<file path="config.mk">
export PLATFORM = sky130hd
export DESIGN_NAME = ccff_bitstream_loader_flat
export DESIGN_NICKNAME = d
export VERILOG_FILES = /design/src/rtl/ccff_bitstream_loader_if.sv /design/src/rtl/ccff_bitstream_loader.sv /design/src/flat_wrapper.sv
export SDC_FILE = /design/constraint.sdc
export NUM_CORES = 1
export LEC_CHECK = 0
export ABC_AREA = 1
export BUFFER_PORTS_ARGS = -buffer_cell sky130_fd_sc_hd__clkbuf_2
export CAP_MARGIN = 20
export CELL_PAD_IN_SITES_DETAIL_PLACEMENT = 1
export CELL_PAD_IN_SITES_GLOBAL_PLACEMENT = 2
export CORE_ASPECT_RATIO = 1.4
export CORE_UTILIZATION = 32
export DETAILED_ROUTE_END_ITERATION = 7
export MAX_ROUTING_LAYER = met4
export PLACE_DENSITY = 0.84
export SETUP_SLACK_MARGIN = 0.1
export SLEW_MARGIN = 25
export SYNTH_ARGS = -nofsm -noshare
export SYNTH_HDL_FRONTEND = slang
export SYNTH_SLANG_ARGS = --single-unit
export TNS_END_PERCENT = 1
</file>
<file path="constraint.sdc">
create_clock -name prog_clk -period 3.3 [get_ports prog_clk]
set_input_delay 0.99 -clock prog_clk [delete_from_list [all_inputs] [get_ports prog_clk]]
set_output_delay 0.99 -clock prog_clk [all_outputs]
set_load 0.02 [all_outputs]
</file>
<file path="src/rtl/ccff_bitstream_loader_if.sv">
// Word handshake between a bitstream source and ccff_bitstream_loader.
// The host drives din/din_valid; the loader answers with din_ready.
interface ccff_bitstream_loader_if;
    logic [7:0] din;
    logic       din_valid;
    logic       din_ready;

    modport master (
        output din,
        output din_valid,
        input  din_ready
    );

    modport slave (
        input  din,
        input  din_valid,
        output din_ready
    );
endinterface

</file>
<file path="src/rtl/ccff_bitstream_loader.sv">
// Serializes 8-bit bitstream words MSB-first onto a configuration-chain head, gating the chain clock per bit.
// Optional running CRC-16-CCITT of delivered bits is built when CCFF_LOADER_CRC_EN is defined.
module ccff_bitstream_loader #(
    parameter int CHAIN_LEN = 64,
    parameter int CNT_W     = $clog2(CHAIN_LEN + 1)
) (
    input  logic                      prog_clk,
    input  logic                      pReset,
    input  logic                      start,
    input  logic                      abort,
    ccff_bitstream_loader_if.slave    s_in,
    output logic                      ccff_head,
    output logic                      prog_clk_en,
    output logic                      busy,
    output logic                      done,
    output logic [CNT_W-1:0]          bits_loaded,
    output logic [15:0]               crc_out
);

    typedef enum logic [1:0] {
        S_IDLE = 2'd0,
        S_LOAD = 2'd1,
        S_DONE = 2'd2
    } state_t;

    // Wide enough for bit_count + bits_left without wrapping, even for tiny chains.
    localparam int FILL_W = CNT_W + 4;

    state_t           r_state;
    logic [7:0]       r_shreg;
    logic [3:0]       r_bits_left;
    logic [CNT_W-1:0] r_bit_count;
    logic             r_ccff_head;
    logic             r_prog_clk_en;

    state_t           w_state_next;
    logic [7:0]       w_shreg_next;
    logic [3:0]       w_bits_left_next;
    logic [CNT_W-1:0] w_bit_count_next;
    logic             w_ccff_head_next;
    logic             w_prog_clk_en_next;

    logic [FILL_W-1:0] w_fill;
    logic              w_din_ready;
    logic              w_pop;
    logic              w_accept;
    logic              w_start_ok;

    assign w_fill      = FILL_W'(r_bit_count) + FILL_W'(r_bits_left);
    assign w_din_ready = (r_state == S_LOAD) && (r_bits_left <= 4'd1)
                         && (w_fill < FILL_W'(CHAIN_LEN));
    assign w_pop       = (r_state == S_LOAD) && (r_bits_left != 4'd0)
                         && (r_bit_count < CNT_W'(CHAIN_LEN));
    assign w_accept    = s_in.din_valid && w_din_ready;
    assign w_start_ok  = start && (r_state != S_LOAD);

    always_comb begin
        w_state_next       = r_state;
        w_shreg_next       = r_shreg;
        w_bits_left_next   = r_bits_left;
        w_bit_count_next   = r_bit_count;
        w_ccff_head_next   = 1'b0;
        w_prog_clk_en_next = 1'b0;

        if (abort) begin
            w_state_next     = S_IDLE;
            w_shreg_next     = 8'h00;
            w_bits_left_next = 4'd0;
            w_bit_count_next = '0;
        end else begin
            case (r_state)
                S_IDLE, S_DONE: begin
                    if (w_start_ok) begin
                        w_state_next     = S_LOAD;
                        w_shreg_next     = 8'h00;
                        w_bits_left_next = 4'd0;
                        w_bit_count_next = '0;
                    end
                end
                S_LOAD: begin
                    if (w_pop) begin
                        w_ccff_head_next   = r_shreg[7];
                        w_prog_clk_en_next = 1'b1;
                        w_shreg_next       = {r_shreg[6:0], 1'b0};
                        w_bits_left_next   = r_bits_left - 4'd1;
                        w_bit_count_next   = r_bit_count + CNT_W'(1);
                        // Unused LSBs of a partial final word are dropped here.
                        if (r_bit_count == CNT_W'(CHAIN_LEN - 1)) begin
                            w_state_next     = S_DONE;
                            w_bits_left_next = 4'd0;
                        end
                    end
                    // Overrides the pop update so the next word follows without a bubble.
                    if (w_accept) begin
                        w_shreg_next     = s_in.din;
                        w_bits_left_next = 4'd8;
                    end
                end
                default: begin
                    w_state_next = S_IDLE;
                end
            endcase
        end
    end

    always_ff @(posedge prog_clk or posedge pReset) begin
        if (pReset) begin
            r_state       <= S_IDLE;
            r_shreg       <= 8'h00;
            r_bits_left   <= 4'd0;
            r_bit_count   <= '0;
            r_ccff_head   <= 1'b0;
            r_prog_clk_en <= 1'b0;
        end else begin
            r_state       <= w_state_next;
            r_shreg       <= w_shreg_next;
            r_bits_left   <= w_bits_left_next;
            r_bit_count   <= w_bit_count_next;
            r_ccff_head   <= w_ccff_head_next;
            r_prog_clk_en <= w_prog_clk_en_next;
        end
    end

`ifdef CCFF_LOADER_CRC_EN
    localparam logic [15:0] CRC_POLY = 16'h1021;

    logic [15:0] r_crc;
    logic [15:0] w_crc_next;
    logic [15:0] w_crc_step;
    logic        w_crc_fb;

    // One MSB-first CRC step using the bit being popped this cycle.
    assign w_crc_fb      = r_crc[15] ^ r_shreg[7];
    assign w_crc_step[0] = w_crc_fb;
    generate
        for (genvar gi = 1; gi < 16; gi++) begin : g_crc
            assign w_crc_step[gi] = r_crc[gi-1] ^ (w_crc_fb & CRC_POLY[gi]);
        end
    endgenerate

    always_comb begin
        w_crc_next = r_crc;
        if (!abort) begin
            if (w_start_ok) begin
                w_crc_next = 16'hFFFF;
            end else if (w_pop) begin
                w_crc_next = w_crc_step;
            end
        end
    end

    always_ff @(posedge prog_clk or posedge pReset) begin
        if (pReset) begin
            r_crc <= 16'h0000;
        end else begin
            r_crc <= w_crc_next;
        end
    end

    assign crc_out = r_crc;
`else
    assign crc_out = 16'h0000;
`endif

    assign s_in.din_ready = w_din_ready;
    assign ccff_head      = r_ccff_head;
    assign prog_clk_en    = r_prog_clk_en;
    assign busy           = (r_state == S_LOAD);
    assign done           = (r_state == S_DONE);
    assign bits_loaded    = r_bit_count;

endmodule
</file>
<file path="src/flat_wrapper.sv">
// flat-port wrapper written by rule: the top's interface ports become plain ports
module ccff_bitstream_loader_flat 
#(
    parameter int CHAIN_LEN = 64,
    parameter int CNT_W     = $clog2(CHAIN_LEN + 1)
)
  (prog_clk, pReset, start, abort, ccff_head, prog_clk_en, busy, done, bits_loaded, crc_out, s_in_din, s_in_din_valid, s_in_din_ready);
  ccff_bitstream_loader_if s_in_i ();
  input  logic prog_clk;
  input  logic pReset;
  input  logic start;
  input  logic abort;
  output logic ccff_head;
  output logic prog_clk_en;
  output logic busy;
  output logic done;
  output logic [CNT_W-1:0] bits_loaded;
  output logic [15:0] crc_out;
  input wire logic [$bits(s_in_i.din)-1:0] s_in_din;
  input wire logic [$bits(s_in_i.din_valid)-1:0] s_in_din_valid;
  output wire logic [$bits(s_in_i.din_ready)-1:0] s_in_din_ready;
  assign s_in_i.din = s_in_din;
  assign s_in_i.din_valid = s_in_din_valid;
  assign s_in_din_ready = s_in_i.din_ready;
  ccff_bitstream_loader #(.CHAIN_LEN(CHAIN_LEN), .CNT_W(CNT_W)) u_core (.prog_clk(prog_clk), .pReset(pReset), .start(start), .abort(abort), .s_in(s_in_i), .ccff_head(ccff_head), .prog_clk_en(prog_clk_en), .busy(busy), .done(done), .bits_loaded(bits_loaded), .crc_out(crc_out));
endmodule
</file>
==> impl_summary.txt, run 1 <==
----------------------------------------------------
[Floorplan]
  Die Outline Area ... 5050 sq um
  IO Count ... 41
  Initial core utilization ... 0.3336
  Width of the die ... 60.35 um
  Core outline area ... 4572 sq um
  Die outline height ... 83.69 um
  Num rows ... 29

[Timing]
  TNS Setup ... 0 ns
  Worst Max-Slew Pin Slew ... 0.8507 ns
  Minimum period implied by the final worst setup slack ... 2.709 ns
  Final worst slack ... 0.5914 ns
  Worst max-slew margin expressed relative to the limit ... 0.4294
  Hold Worst Slack ... 0.4914 ns
  Final setup violation count ... 0
  Hold Vio Cnt, Final ... 0
  Post-route clock period utilization ... 0.8208
  Max-slew violation total from the final report ... 0
  Fmax ... 369.2 MHz
  Final setup skew ... 0.001962 ns
  Setup repair after global routing missed its margin ... no

[CTS]
  CTS tree ... done
  Root Buffer Master ... sky130_fd_sc_hd__clkbuf_8
  Clock buffer count from CTS ... 3
  # H-tree levels ... 1
  Post-CTS Hold Fix Bufs ... 0
  Number of clock sinks ... 23
  Clk buf depth ... 2
  Cts repair resizes ... 0
  Postcts setup bufs ... 0
  Clock latency of the later-clocked register in the worst-skew pair ... 0.26 ns
  Clock Pin Slew Worst Setup and Hold Paths ... 0.09 ns

[Layout]
  Fill count ... 608
  Layout overhead on the synthesized area ... 10.01%
  Sequential cell area ... 575.6 sq um
  Core utilization of the finished layout ... 0.3670
  Area taken by multi-input logic gates ... 767.0 sq um
  Number of standard cells in the layout, taps in and fillers out ... 277
  Fraction of final layout cells sized beyond drive strength 1 ... 0.2047
  Final-stage net count ... 236
  Number of antenna diodes ... 0
  Final design instance area without fill ... 1678 sq um

[Synth]
  Largest area contributor in the synthesized netlist ... sky130_fd_sc_hd__dfrtp_1
  Largest cells by area after synthesis ... sky130_fd_sc_hd__dfrtp_1 38%, sky130_fd_sc_hd__nand2_1 12%, sky130_fd_sc_hd__buf_4 8.4%
  Cell types with the highest counts after synthesis ... 49 x sky130_fd_sc_hd__nand2_1, 23 x sky130_fd_sc_hd__dfrtp_1, 21 x sky130_fd_sc_hd__inv_1
  YS warnings ... 0
  Share of the yosys chip area belonging to registers ... 0.3774
  Count of flip-flops with a built-in enable after synthesis ... 0
  Cell area after synthesis ... 1525 sq um
  Post-Synthesis Mean Instance Area ... 7.985 sq um
  Count of mapped cells out of synthesis ... 191
  Most frequent cell after synthesis ... sky130_fd_sc_hd__nand2_1
  Area share of the largest cell type after synthesis ... 0.3774
  Share of flip-flops with an asynchronous set or reset ... 1.000
  Number of distinct library cells after synthesis ... 32
  Synth Register Bits ... 23
  Predominant post-synthesis flop cell ... sky130_fd_sc_hd__dfrtp_1

[Setup path]
  FF-to-FF End ... u_core.r_shreg[3]$_DFFE_PP0P_
  Worst flop-to-flop path startpoint ... u_core.bits_loaded[3]$_DFFE_PP0P_
  Worst Reg2Reg Path Length in Cells ... 10
  Worst setup path category ... reg2out
  Startpoint kind of the worst setup timing path ... flip-flop
  Worst R2R Setup Slack ... 1.29 ns
  CP required ... 2.31 ns
  Setup crit end kind ... output port
  Critical-path maximum fanout ... 10
  Crit path DAT ... 1.72 ns

[Route]
  Detailed-route vias per instance ... 4.419
  DRC ... 0
  Routed WL ... 3413 um
  Count of TritonRoute iterations in the first routing pass ... 3
  Routed wire per std cell ... 12.32 um
  Vias after detailed routing ... 1224
  DRT iter0 DRCs ... 32
  Number of nets with antenna violations after detailed routing ... 0

[Worst hold path]
  Instance count along the most critical hold path ... 2
  Source of the worst hold timing path ... u_core.r_shreg[1]$_DFFE_PP0P_
  Worst min path class ... reg2reg
  Worst hold path endpoint ... u_core.r_shreg[1]$_DFFE_PP0P_

[Global routing]
  Wire length of the first global-routing pass ... 5961 um
  Most used routing layer in global routing ... met2
  Grt met3 use ... 0.02171
  Gr ovfl total ... 0
  Total Routing Usage GR ... 0.1594
  Met2 Use GR ... 0.2647
  Vias in the first global route ... 1259
  Initial antenna violation count ... 0
  Global routing met1 resource utilization ... 0.1984
  Maximum number of pins on one net before global-route repair ... 24

[Place]
  Post-detailed-placement cell area ... 1632 sq um
  I/O Buffers ... 24
  Routability congestion estimate from global placement ... 0.8056
  Setup slack at placement ... 0.8715 ns
  Placed Instances ... 273
  HPWL reported at the end of detailed placement ... 2734 um

[Pwr]
  Peak supply drop ... 0.2747 mV
  Leakage power figure ... 0.9091 nW
  Total power consumption of the routed design ... 1.242 mW
  Power per standard cell area ... 740.3 nW/um^2

[Run status]
  Outcome ... complete, no violations

[Flow run]
  Maxcap violations ... 0

----------------------------------------------------
power by group:
group          switching, mW  internal [mW]  total (mW)  leakage, nW
clock network         0.0950         0.0842       0.179       0.0255
logic                  0.452          0.217       0.669        0.569
registers             0.0574          0.336       0.394        0.315
total                  0.605          0.637        1.24        0.909
cells in the final DEF, fill, tap and decap left out, drive strengths merged, types with 2 or more instances in the layout:
cell	n
a21oi	4
clkbuf	27
clkinv	3
conb	16
dfrtp	23
ha	7
inv	20
nand2	56
nand3	21
nand4	2
nor2	13
nor3	3
nor3b	2
o21ai	9
xnor2	2
cell type report:
cell class | count | share of cell area
Inverter | 22 | 0.04996
Timing Repair Buffer | 25 | 0.07606
Clock buffer | 3 | 0.02461
Multi-Input combinational cell | 141 | 0.4571
Clock inverter | 1 | 0.002983
Tap cell | 62 | 0.04623
Sequential cell | 23 | 0.3430
worst max-delay path: stages, from the launching register on:
cell and delay, ns:
sky130_fd_sc_hd__dfrtp_1 0.44, sky130_fd_sc_hd__ha_1 0.33, sky130_fd_sc_hd__nand2_1 0.07, sky130_fd_sc_hd__nand2_1 0.05
sky130_fd_sc_hd__nand2_1 0.06, sky130_fd_sc_hd__nand3_2 0.12, sky130_fd_sc_hd__nor2_8 0.18, sky130_fd_sc_hd__clkbuf_2 0.20
routing by layer:
layer / wire [um] / vias to the layer above
li1: - / 620
met1: 1530 / 575
met2: 1735 / 25
met3: 102 / 4
met4: 43 / 0
met5: 0 / -
flip-flops by register name, summed over array words and instances (netlist names):
| signal | count |
|---|---|
| u_core.r_shreg | 8 |
| u_core.bits_loaded | 7 |
| u_core.r_bits_left | 4 |
| u_core.r_state | 2 |
| u_core.ccff_head | 1 |
| u_core.prog_clk_en | 1 |
how the worst max path moves through the flow:
stage	from	end	slack, ns	cells past startpoint
floorplan	u_core.bits_loaded[3]$_DFFE_PP0P_	s_in_din_ready	1.04	6
global placement	u_core.bits_loaded[1]$_DFFE_PP0P_	s_in_din_ready	0.92	7
detailed placement	u_core.bits_loaded[3]$_DFFE_PP0P_	s_in_din_ready	0.87	7
CTS	u_core.bits_loaded[1]$_DFFE_PP0P_	s_in_din_ready	0.57	7
global route	u_core.bits_loaded[1]$_DFFE_PP0P_	s_in_din_ready	0.44	7
finish	u_core.bits_loaded[3]$_DFFE_PP0P_	s_in_din_ready	0.59	7
logic make-up after synthesis:
| family | share of synthesized area |
|---|---|
| AO/OA/AOI/OAI | 0.07712 |
| XOR/XNOR | 0.01723 |
| adder cells (fa/ha/maj) | 0.05742 |
| buffers and inverters | 0.1567 |
| flip-flops | 0.3774 |
| multiplexers | 0.006563 |
| other | 0.002459 |
| AND/OR/NAND/NOR | 0.3052 |
(Power assumes the default switching activity.)
==> run 2, diff against run 1 <==
CORE_UTILIZATION = 29   (was 32)
PLACE_DENSITY = 0.77   (was 0.84)
clock period = 2.6 ns   (was 3.3 ns; I/O delays follow)
==> run 2 against run 1 <==
Clock-buffer cell count stayed put. Utilization is 1.7 points lower. Cell count is 2.5% higher. Worst hold slack worse by 0.0043 ns. Largest power group unchanged. Routed wire length is 2.0% higher. Sequential share of layout area is 1.0 points lower. Non-clock buffer count is 5 higher. Global-route usage is 1.1 points lower. Sequential power is 26% higher.
==> impl_summary.txt, run 2 (synthesis gave the netlist of run 1 again) <==
----------------------------------------------------
[Run status]
  Outcome ... complete, no violations

[Layout]
  Fraction of final layout cells sized beyond drive strength 1 ... 0.2318
  Fill count ... 642
  Most common library cell in the layout ignoring fill and taps ... sky130_fd_sc_hd__nand2_1
  Final-stage net count ... 241
  Number of flip-flops in the largest register ... 8
  Sequential cell area ... 576.8 sq um
  Layout overhead on the synthesized area ... 13.70%
  Leading cell types in the layout, fill and taps excluded ... 49 x sky130_fd_sc_hd__nand2_1, 23 x sky130_fd_sc_hd__clkbuf_2, 22 x sky130_fd_sc_hd__dfrtp_1, 21 x sky130_fd_sc_hd__inv_1, 20 x sky130_fd_sc_hd__nand3_1
  Number of standard cells in the layout, taps in and fillers out ... 284
  Core utilization of the finished layout ... 0.3500
  Area taken by multi-input logic gates ... 779.5 sq um
  Largest Register ... u_core.r_shreg
  Number of antenna diodes ... 0

[Timing]
  Final worst slack ... 0.1847 ns
  Setup repair after global routing missed its margin ... no
  TNS Setup ... 0 ns
  Final setup violation count ... 0
  Hold Worst Slack ... 0.4871 ns
  Final setup skew ... 0.005753 ns
  Fmax ... 414.0 MHz
  Post-route clock period utilization ... 0.9290
  Hold Vio Cnt, Final ... 0
  Minimum period implied by the final worst setup slack ... 2.415 ns
  Max-slew violation total from the final report ... 0

[Worst hold path]
  Worst hold path endpoint ... u_core.r_shreg[2]$_DFFE_PP0P_
  Instance count along the most critical hold path ... 2
  Worst min path class ... reg2reg
  Source of the worst hold timing path ... u_core.r_shreg[2]$_DFFE_PP0P_

[Pwr]
  Peak supply drop ... 0.4090 mV
  Power share of the clock group ... 0.146
  Net switching share of the total power ... 0.4806
  Register share of total power ... 0.304
  Leakage power figure ... 0.9371 nW
  Internal power contribution ... 0.8468 mW
  Power per standard cell area ... 940.2 nW/um^2
  Comb power frac ... 0.550
  Switching power total ... 0.7836 mW

[Setup path]
  Startpoint kind of the worst setup timing path ... flip-flop
  Critical-path cell list ... ha_1, nand3_1, nand2_1, nand2_1, nand3_2, nor2_8, buf_4
  Worst setup path category ... reg2out
  CP required ... 1.82 ns
  Top cell by count, worst path ... sky130_fd_sc_hd__nand2_1
  Buf+Inv Stages, Crit Path ... 1
  Critical-path maximum fanout ... 5
  Worst Reg2Reg Path Length in Cells ... 11
  Crit path DAT ... 1.64 ns
  FF-to-FF End ... u_core.r_shreg[4]$_DFFE_PP0P_
  Worst R2R Setup Slack ... 0.48 ns
  Cell class contributing the biggest share of worst-path delay ... simple AND/OR/NAND/NOR gates
  CP max stage delay ... 0.44 ns
  Worst flop-to-flop path startpoint ... u_core.bits_loaded[1]$_DFFE_PP0P_
  Slowest library cell on the worst path ... sky130_fd_sc_hd__dfrtp_1
  Setup crit end kind ... output port

[CTS]
  Clk buf depth ... 2
  Post-CTS Hold Fix Bufs ... 0
  Clock latency of the later-clocked register in the worst-skew pair ... 0.28 ns
  # H-tree levels ... 1
  Clock Pin Slew Worst Setup and Hold Paths ... 0.09 ns
  Clock buffer count from CTS ... 3
  Number of clock sinks ... 23
  Root Buffer Master ... sky130_fd_sc_hd__clkbuf_8
  CTS tree ... done

[Floorplan]
  IO Count ... 41
  Core outline area ... 4955 sq um
  Initial core utilization ... 0.3078
  Die Outline Area ... 5557 sq um
  Num rows ... 30
  Width of the die ... 63.29 um
  Die outline height ... 87.81 um

[Global routing]
  Total Routing Usage GR ... 0.1484
  Maximum number of pins on one net before global-route repair ... 24
  Wire length of the first global-routing pass ... 6113 um
  Initial antenna violation count ... 0
  Vias in the first global route ... 1273
  Gr ovfl total ... 0

[Place]
  I/O Buffers ... 24
  Placed Instances ... 276
  Setup slack at placement ... 0.3879 ns
  Routability congestion estimate from global placement ... 0.7777
  HPWL reported at the end of detailed placement ... 2691 um

[Route]
  Count of TritonRoute iterations in the first routing pass ... 4
  Vias after detailed routing ... 1253
  DRT iter0 DRCs ... 36
  Routed WL ... 3482 um
  Routed wire per std cell ... 12.26 um
  Number of nets with antenna violations after detailed routing ... 0
  Detailed-route vias per instance ... 4.412
  DRC ... 0

[Flow run]
  Maxcap violations ... 0

----------------------------------------------------
run 2: repair_timing:
action                     CTS  global route
resized for setup            0             4
pin swaps                    1             2
setup buffers                1             3
gates cloned                 0             0
setup endpoints to repair    1             1
run 2: final cells by class:
type,instances,area share
Clock buffer,3,0.02381
Tap cell,64,0.04618
Inverter,22,0.04834
Timing Repair Buffer,30,0.09668
Multi-Input combinational cell,141,0.4495
Clock inverter,1,0.002886
Sequential cell,23,0.3326
run 2: power by group through the flow:
stage	logic [mW]	clock network [mW]	registers (mW)
global route	1.02	0.260	0.508
CTS	0.882	0.252	0.498
global placement	0.858	0	0.503
floorplan	0.696	0	0.500
finish	0.896	0.239	0.496
detailed placement	0.866	0	0.505
run 2: metrics by stage:
step / area [sq um] / total power, mW
floorplan: 1582 / 1.196
global placement: 1642 / 1.360
detailed placement: 1642 / 1.371
CTS: 1695 / 1.631
global route: 1734 / 1.785
finish: 1734 / 1.630
run 2: worst min-delay path, cell delays in order, from the launching register on:
cell,delay (ns)
sky130_fd_sc_hd__dfrtp_1,0.35
sky130_fd_sc_hd__nand2_1,0.05
sky130_fd_sc_hd__nand2_1,0.06
run 2: worst max path at each step:
stage                                 startpoint             end  cells after the start
3_5_place_dp   u_core.bits_loaded[1]$_DFFE_PP0P_  s_in_din_ready                      7
2_1_floorplan  u_core.bits_loaded[3]$_DFFE_PP0P_  s_in_din_ready                      6
4_1_cts        u_core.bits_loaded[1]$_DFFE_PP0P_  s_in_din_ready                      7
3_3_place_gp   u_core.bits_loaded[1]$_DFFE_PP0P_  s_in_din_ready                      7
6_report       u_core.bits_loaded[1]$_DFFE_PP0P_  s_in_din_ready                      7
5_1_grt        u_core.bits_loaded[1]$_DFFE_PP0P_  s_in_din_ready                      7
run 2: metal layers:
layer / up-vias / wire, um / GRT usage
met3: 6 / 118 / 0.02344
met2: 27 / 1808 / 0.2502
li1: 632 / - / -
met4: 0 / 69 / 0.06612
met1: 588 / 1486 / 0.1734
met5: - / 0 / -
